<file path="config.mk">
export PLATFORM = sky130hd
export DESIGN_NAME = cv32e40p_wfi_sleep_ctrl
export DESIGN_NICKNAME = d
export VERILOG_FILES = /design/src/rtl/cv32e40p_wfi_sleep_ctrl.sv
export SDC_FILE = /design/constraint.sdc
export NUM_CORES = 1
export LEC_CHECK = 0
export BUFFER_PORTS_ARGS = -buffer_cell sky130_fd_sc_hd__buf_2
export CORE_ASPECT_RATIO = 1.4
export CORE_MARGIN = 2
export CORE_UTILIZATION = 43
export CTS_CLUSTER_SIZE = 10
export DETAILED_ROUTE_END_ITERATION = 10
export PLACE_DENSITY = 0.73
export SYNTH_ARGS = -nofsm -noshare
export SYNTH_HDL_FRONTEND = slang
export SYNTH_SLANG_ARGS = --single-unit
</file>
<file path="constraint.sdc">
create_clock -name clk_i -period 6.9 [get_ports clk_i]
set_clock_uncertainty 0.2 [all_clocks]
set_input_delay 0.69 -clock clk_i [delete_from_list [all_inputs] [get_ports clk_i]]
set_output_delay 0.69 -clock clk_i [all_outputs]
set_load 0.01 [all_outputs]
</file>
<file path="src/rtl/cv32e40p_wfi_sleep_ctrl.sv">
// WFI sleep sequencer for the non-cluster core configuration.
// On a WFI it drains fetch, LSU and APU activity, then closes the core clock gate.
// A wake event reopens the gate, which stays open for a settle window before the
// controller is released. It also keeps a saturating count of gated cycles.
module cv32e40p_wfi_sleep_ctrl #(
  parameter int unsigned WAKE_DELAY = 2,   // settle cycles after wake, 1..255
  parameter int unsigned CNT_W      = 32   // sleep-cycle counter width
) (
  input  logic             clk_i,
  input  logic             rst_i,
  input  logic             wfi_req_i,
  input  logic             if_busy_i,
  input  logic             lsu_busy_i,
  input  logic             apu_busy_i,
  input  logic             irq_pending_i,
  input  logic             debug_req_i,
  input  logic             debug_mode_i,
  input  logic             sleep_cnt_clr_i,
  output logic             clock_en_o,
  output logic             core_sleep_o,
  output logic             wfi_done_o,
  output logic [CNT_W-1:0] sleep_cnt_o
);

  typedef enum logic [1:0] {
    ST_IDLE,
    ST_DRAIN,
    ST_SLEEP,
    ST_WAKE
  } state_e;

  localparam logic [7:0]       WAKE_LOAD = 8'(WAKE_DELAY - 1);
  localparam logic [CNT_W-1:0] CNT_MAX   = {CNT_W{1'b1}};

  state_e           r_state;
  state_e           w_state_nxt;
  logic [7:0]       r_wake_cnt;
  logic [7:0]       w_wake_cnt_nxt;
  logic             r_core_sleep;
  logic             r_wfi_done;
  logic             w_wfi_done_nxt;
  logic [CNT_W-1:0] r_sleep_cnt;
  logic             w_wake;
  logic             w_busy;

  assign w_wake = irq_pending_i | debug_req_i | debug_mode_i;
  assign w_busy = if_busy_i | lsu_busy_i | apu_busy_i;

  // Next-state and settle-counter logic for the sleep sequence.
  always_comb begin
    // NOTE: every combinational output gets a default first, so no path can infer a latch.
    w_state_nxt    = r_state;
    w_wake_cnt_nxt = r_wake_cnt;
    w_wfi_done_nxt = 1'b0;
    unique case (r_state)
      ST_IDLE: begin
        if (wfi_req_i) begin
          if (w_wake) begin
            w_wfi_done_nxt = 1'b1;       // wake already pending: WFI is a NOP
          end else begin
            w_state_nxt = ST_DRAIN;
          end
        end
      end
      ST_DRAIN: begin
        if (w_wake) begin                // abort takes priority over draining
          w_state_nxt    = ST_WAKE;
          w_wake_cnt_nxt = WAKE_LOAD;
        end else if (!w_busy) begin
          w_state_nxt = ST_SLEEP;
        end
      end
      ST_SLEEP: begin
        if (w_wake) begin
          w_state_nxt    = ST_WAKE;
          w_wake_cnt_nxt = WAKE_LOAD;
        end
      end
      ST_WAKE: begin
        // The settle window runs to completion even if the wake source drops.
        if (r_wake_cnt == 8'd0) begin
          w_state_nxt    = ST_IDLE;
          w_wfi_done_nxt = 1'b1;
        end else begin
          w_wake_cnt_nxt = r_wake_cnt - 8'd1;
        end
      end
      default: w_state_nxt = ST_IDLE;
    endcase
  end

  // State, settle counter and registered status outputs.
  always_ff @(posedge clk_i or posedge rst_i) begin
    // NOTE: sequential state uses non-blocking assignments so all registers update from pre-edge values.
    if (rst_i) begin
      r_state      <= ST_IDLE;
      r_wake_cnt   <= 8'd0;
      r_core_sleep <= 1'b0;
      r_wfi_done   <= 1'b0;
    end else begin
      r_state      <= w_state_nxt;
      r_wake_cnt   <= w_wake_cnt_nxt;
      r_core_sleep <= (w_state_nxt == ST_SLEEP);
      r_wfi_done   <= w_wfi_done_nxt;
    end
  end

  // Saturating count of cycles with the core clock actually gated; clear wins.
  always_ff @(posedge clk_i or posedge rst_i) begin
    if (rst_i) begin
      r_sleep_cnt <= '0;
    end else if (sleep_cnt_clr_i) begin
      r_sleep_cnt <= '0;
    end else if (r_state == ST_SLEEP && !w_wake && r_sleep_cnt != CNT_MAX) begin
      r_sleep_cnt <= r_sleep_cnt + CNT_W'(1);
    end
  end

  // The gate reopens combinationally in the very cycle a wake event arrives.
  assign clock_en_o   = !r_core_sleep | w_wake;
  assign core_sleep_o = r_core_sleep;
  assign wfi_done_o   = r_wfi_done;
  assign sleep_cnt_o  = r_sleep_cnt;

endmodule

</file>
==> flow_summary.json <==
{
  "result_of_the_run": "completed",
  "postCtsSetupBuffers": 0,
  "place_worst_setup_slack_ps": 4110,
  "timing.critical_path.from_type": "register",
  "critPathSlowestCell": "o31ai_4",
  "synthAdderAreaFrac_pct": 3.33,
  "crit_arrival_ps": 2810,
  "r2r-end": "sleep_cnt_o[9]$_DFFE_PP0P_",
  "max-clock-path-buffers": 2,
  "port_buffers": 44,
  "cap_viol_max_count": 0,
  "finalWorstPathRequiredPeriod_ps": 2840,
  "post_synth_and_or_nand_nor_area_fraction_pct": 28.2,
  "vias_per_cell": 5.90,
  "die_width_um": 70.1,
  "grt_pass1_wl_um": 10100,
  "maximum_achievable_frequency_mhz": 353,
  "postSynth.topFlopCell": "dfrtp_1",
  "clock_sink_count": 44,
  "worst-slew-pin-transition_ps": 957,
  "grt_pass1_vias": 2191,
  "layout-drive-gt1-share_pct": 21.8,
  "setup_slack_ps": 4060,
  "h-tree-depth": 2,
  "setup.worst_path.class": "register to register",
  "synth_cell_types": 55,
  "io-pin-count": 45,
  "hold_path.class": "input port to asynchronous set/reset pin",
  "asyncSetResetFlopFracSynth_pct": 100,
  "post_dp_cell_area_mm2": 0.00289,
  "vdd_ir_drop_max_mv": 0.105,
  "crit-reg2reg-launch": "sleep_cnt_o[0]$_DFFE_PP0P_",
  "grt.total_usage_pct": 18.3,
  "synth_enable_flop_cells": 0,
  "critical-path-max-stage-delay_ps": 860,
  "core.rowCount": 33,
  "synth.yosys.seq_area_share_pct": 41.9,
  "cts_tree": "done",
  "synthToLayoutAreaGrowth_pct": 12.8,
  "startpoint": "sleep_cnt_o[0]$_DFFE_PP0P_",
  "placeableCoreArea_mm2": 0.00590,
  "setup_tns_ps": 0,
  "insertion_delay_ps": 290,
  "fin_area_mm2": 0.00297,
  "synth.mux.area_fraction_pct": 2.24,
  "post_cts_hold_buffer_count": 0,
  "yosys.area_share.xor_xnor_pct": 2.66,
  "synth_seq_cells": 44,
  "power_per_cell_area_mw_per_mm2": 236,
  "mostFrequentLayoutCells": "44 x dfrtp_1, 44 x buf_2, 28 x nor2_1, 26 x a21oi_1, 18 x nand2_1",
  "r2r_slack_ps": 4060,
  "cp_top_family": "compound AO/OA/AOI/OAI gates",
  "critical_path_maximum_fanout": 28,
  "detail_route.wirelength_um": 5980,
  "routed-via-count": 2330,
  "drt_first_pass_iters": 4,
  "timing.critical_path.cells": "ha_1 -> and4_1 -> nand4b_1 -> o31ai_4 -> nor4_1 -> mux2_1",
  "cts_root_buffer": "clkbuf_8",
  "wire_length_per_cell_after_detailed_routing_um": 15.1,
  "grt.overflow.total": 0,
  "synth_cells": 283,
  "core_utilization_of_the_finished_layout_pct": 50.3,
  "cts.reportedPaths.clkPinSlew_ps": 80,
  "antenna_violations_before_repair": 0,
  "cts-resized-gates": 0,
  "hpwlAfterDp_um": 4270,
  "cts-buffers-inserted": 5,
  "synth_compound_gate_area_share_pct": 17.9,
  "post_synth.cell_area_avg_um2": 9.29,
  "initial_utilization_pct": 44.5,
  "antennaDiodeCount": 0,
  "setup_crit_end_kind": "register",
  "grt_max_degree": 41,
  "hold_ws_ps": 69.5,
  "worstPathBufferInverterCount": 0,
  "required_ps": 6870,
  "rsz0062_at_grt": "false",
  "die_h_um": 96.5,
  "timing.max_slew.rel_slack_pct": 36.2,
  "die_area_mm2": 0.00677,
  "drt_first_iter_violations": 120,
  "num-nets-final": 342,
  "synth_warnings": 0,
  "synth_top_family_by_area": "simple AND/OR/NAND/NOR gates",
  "detail-route-antenna-nets": 0,
  "min_period_over_period_pct": 41.1,
  "detail_route.drc_violations": 0,
  "count_of_final_max_slew_check_failures": 0,
  "gp_routability_congestion": 0.781,
  "syn-num-nets": 300,
  "final_hold_violating_endpoints": 0,
  "report.final.setup_viol": 0,
  "r2r_cells": 6,
  "synth.cell_area_mm2": 0.00263,
  "static-leakage-power_nw": 1.31
}
-- worst max-delay path by stage --
stage                                             end  slack (ps)  depth (start not counted)
after floorplan           sleep_cnt_o[10]$_DFFE_PP0P_        4620                          5
after global placement     sleep_cnt_o[9]$_DFFE_PP0P_        4230                          6
after detailed placement   sleep_cnt_o[9]$_DFFE_PP0P_        4110                          6
after CTS                  sleep_cnt_o[9]$_DFFE_PP0P_        4090                          6
after global routing       sleep_cnt_o[9]$_DFFE_PP0P_        3890                          6
final                      sleep_cnt_o[9]$_DFFE_PP0P_        4060                          6
-- Yosys cell counts (all sizes together) (3+ instances only) --
master / n / area (um2)
a2111oi: 3 / 32.5
a21oi: 26 / 130
and3: 3 / 18.8
buf: 4 / 32.5
clkbuf: 6 / 22.5
dfrtp: 44 / 1100
ha: 7 / 87.6
inv: 12 / 45.0
mux2: 4 / 48.8
nand2: 18 / 67.6
nand2b: 3 / 18.8
nand3: 15 / 90.1
nand4: 9 / 71.3
nor2: 28 / 105
nor2b: 5 / 31.3
nor3: 8 / 45.0
nor4: 4 / 40.0
o21ai: 17 / 85.1
o31a: 4 / 36.3
o31ai: 10 / 88.8
or3: 14 / 95.1
or4: 10 / 75.1
xnor2: 6 / 52.6
-- final cells by class --
cell class | count | area, um2
Multi-Input combinational cell | 217 | 1430
Inverter | 12 | 45.0
Timing Repair Buffer | 45 | 228
Tap cell | 70 | 87.6
Fill cell | 583 | 2940
Clock inverter | 1 | 5.00
Sequential cell | 44 | 1100
Clock buffer | 6 | 72.6
-- layer usage --
layer | global-route usage [%] | vias up | share of wire [%]
met1 | 22.7 | 1136 | 43
li1 | - | 1137 | -
met4 | 4.65 | 0 | 0.60
met5 | 0 | - | 0
met3 | 3.63 | 4 | 4.5
met2 | 32.9 | 53 | 51
-- power breakdown --
group	switching, mW	total [mW]	internal (mW)	leakage (nW)
clock network	0.0828	0.152	0.0689	0.0410
logic	0.146	0.242	0.0964	0.668
registers	0.0217	0.306	0.284	0.602
total	0.250	0.699	0.449	1.31
-- worst register-to-register path, delay by kind of cell (launching register included) --
family / cells / cell delay [ps]
adders and majority gates: 1 / 240
and+or+nand+nor: 3 / 610
muxes: 1 / 360
AOI/OAI and AO/OA: 1 / 860
DFF: 1 / 440
-- stage by stage --
stage          std cells  total power [mW]
2_1_floorplan        283             0.503
3_3_place_gp         388             0.541
3_5_place_dp         388             0.554
4_1_cts              395             0.709
5_1_grt              395             0.749
6_report             395             0.699
-- cells by family (layout without fill, tap and decap cells) --
family                     after synthesis  in the layout
buffers and inverters                   22             64
xor gates and xnor gates                 8              8
adders and majority gates                7              7
muxes                                    5              5
AOI/OAI and AO/OA                       72             72
and+or+nand+nor                        125            125
DFF                                     44             44
-- flip-flops by register name, indices dropped and copies added, names as in the netlist --
signal	count
sleep_cnt_o	32
r_state	2
r_wake_cnt	8
wfi_done_o	1
core_sleep_o	1
Note: power is estimated with default switching activity, not from simulation.
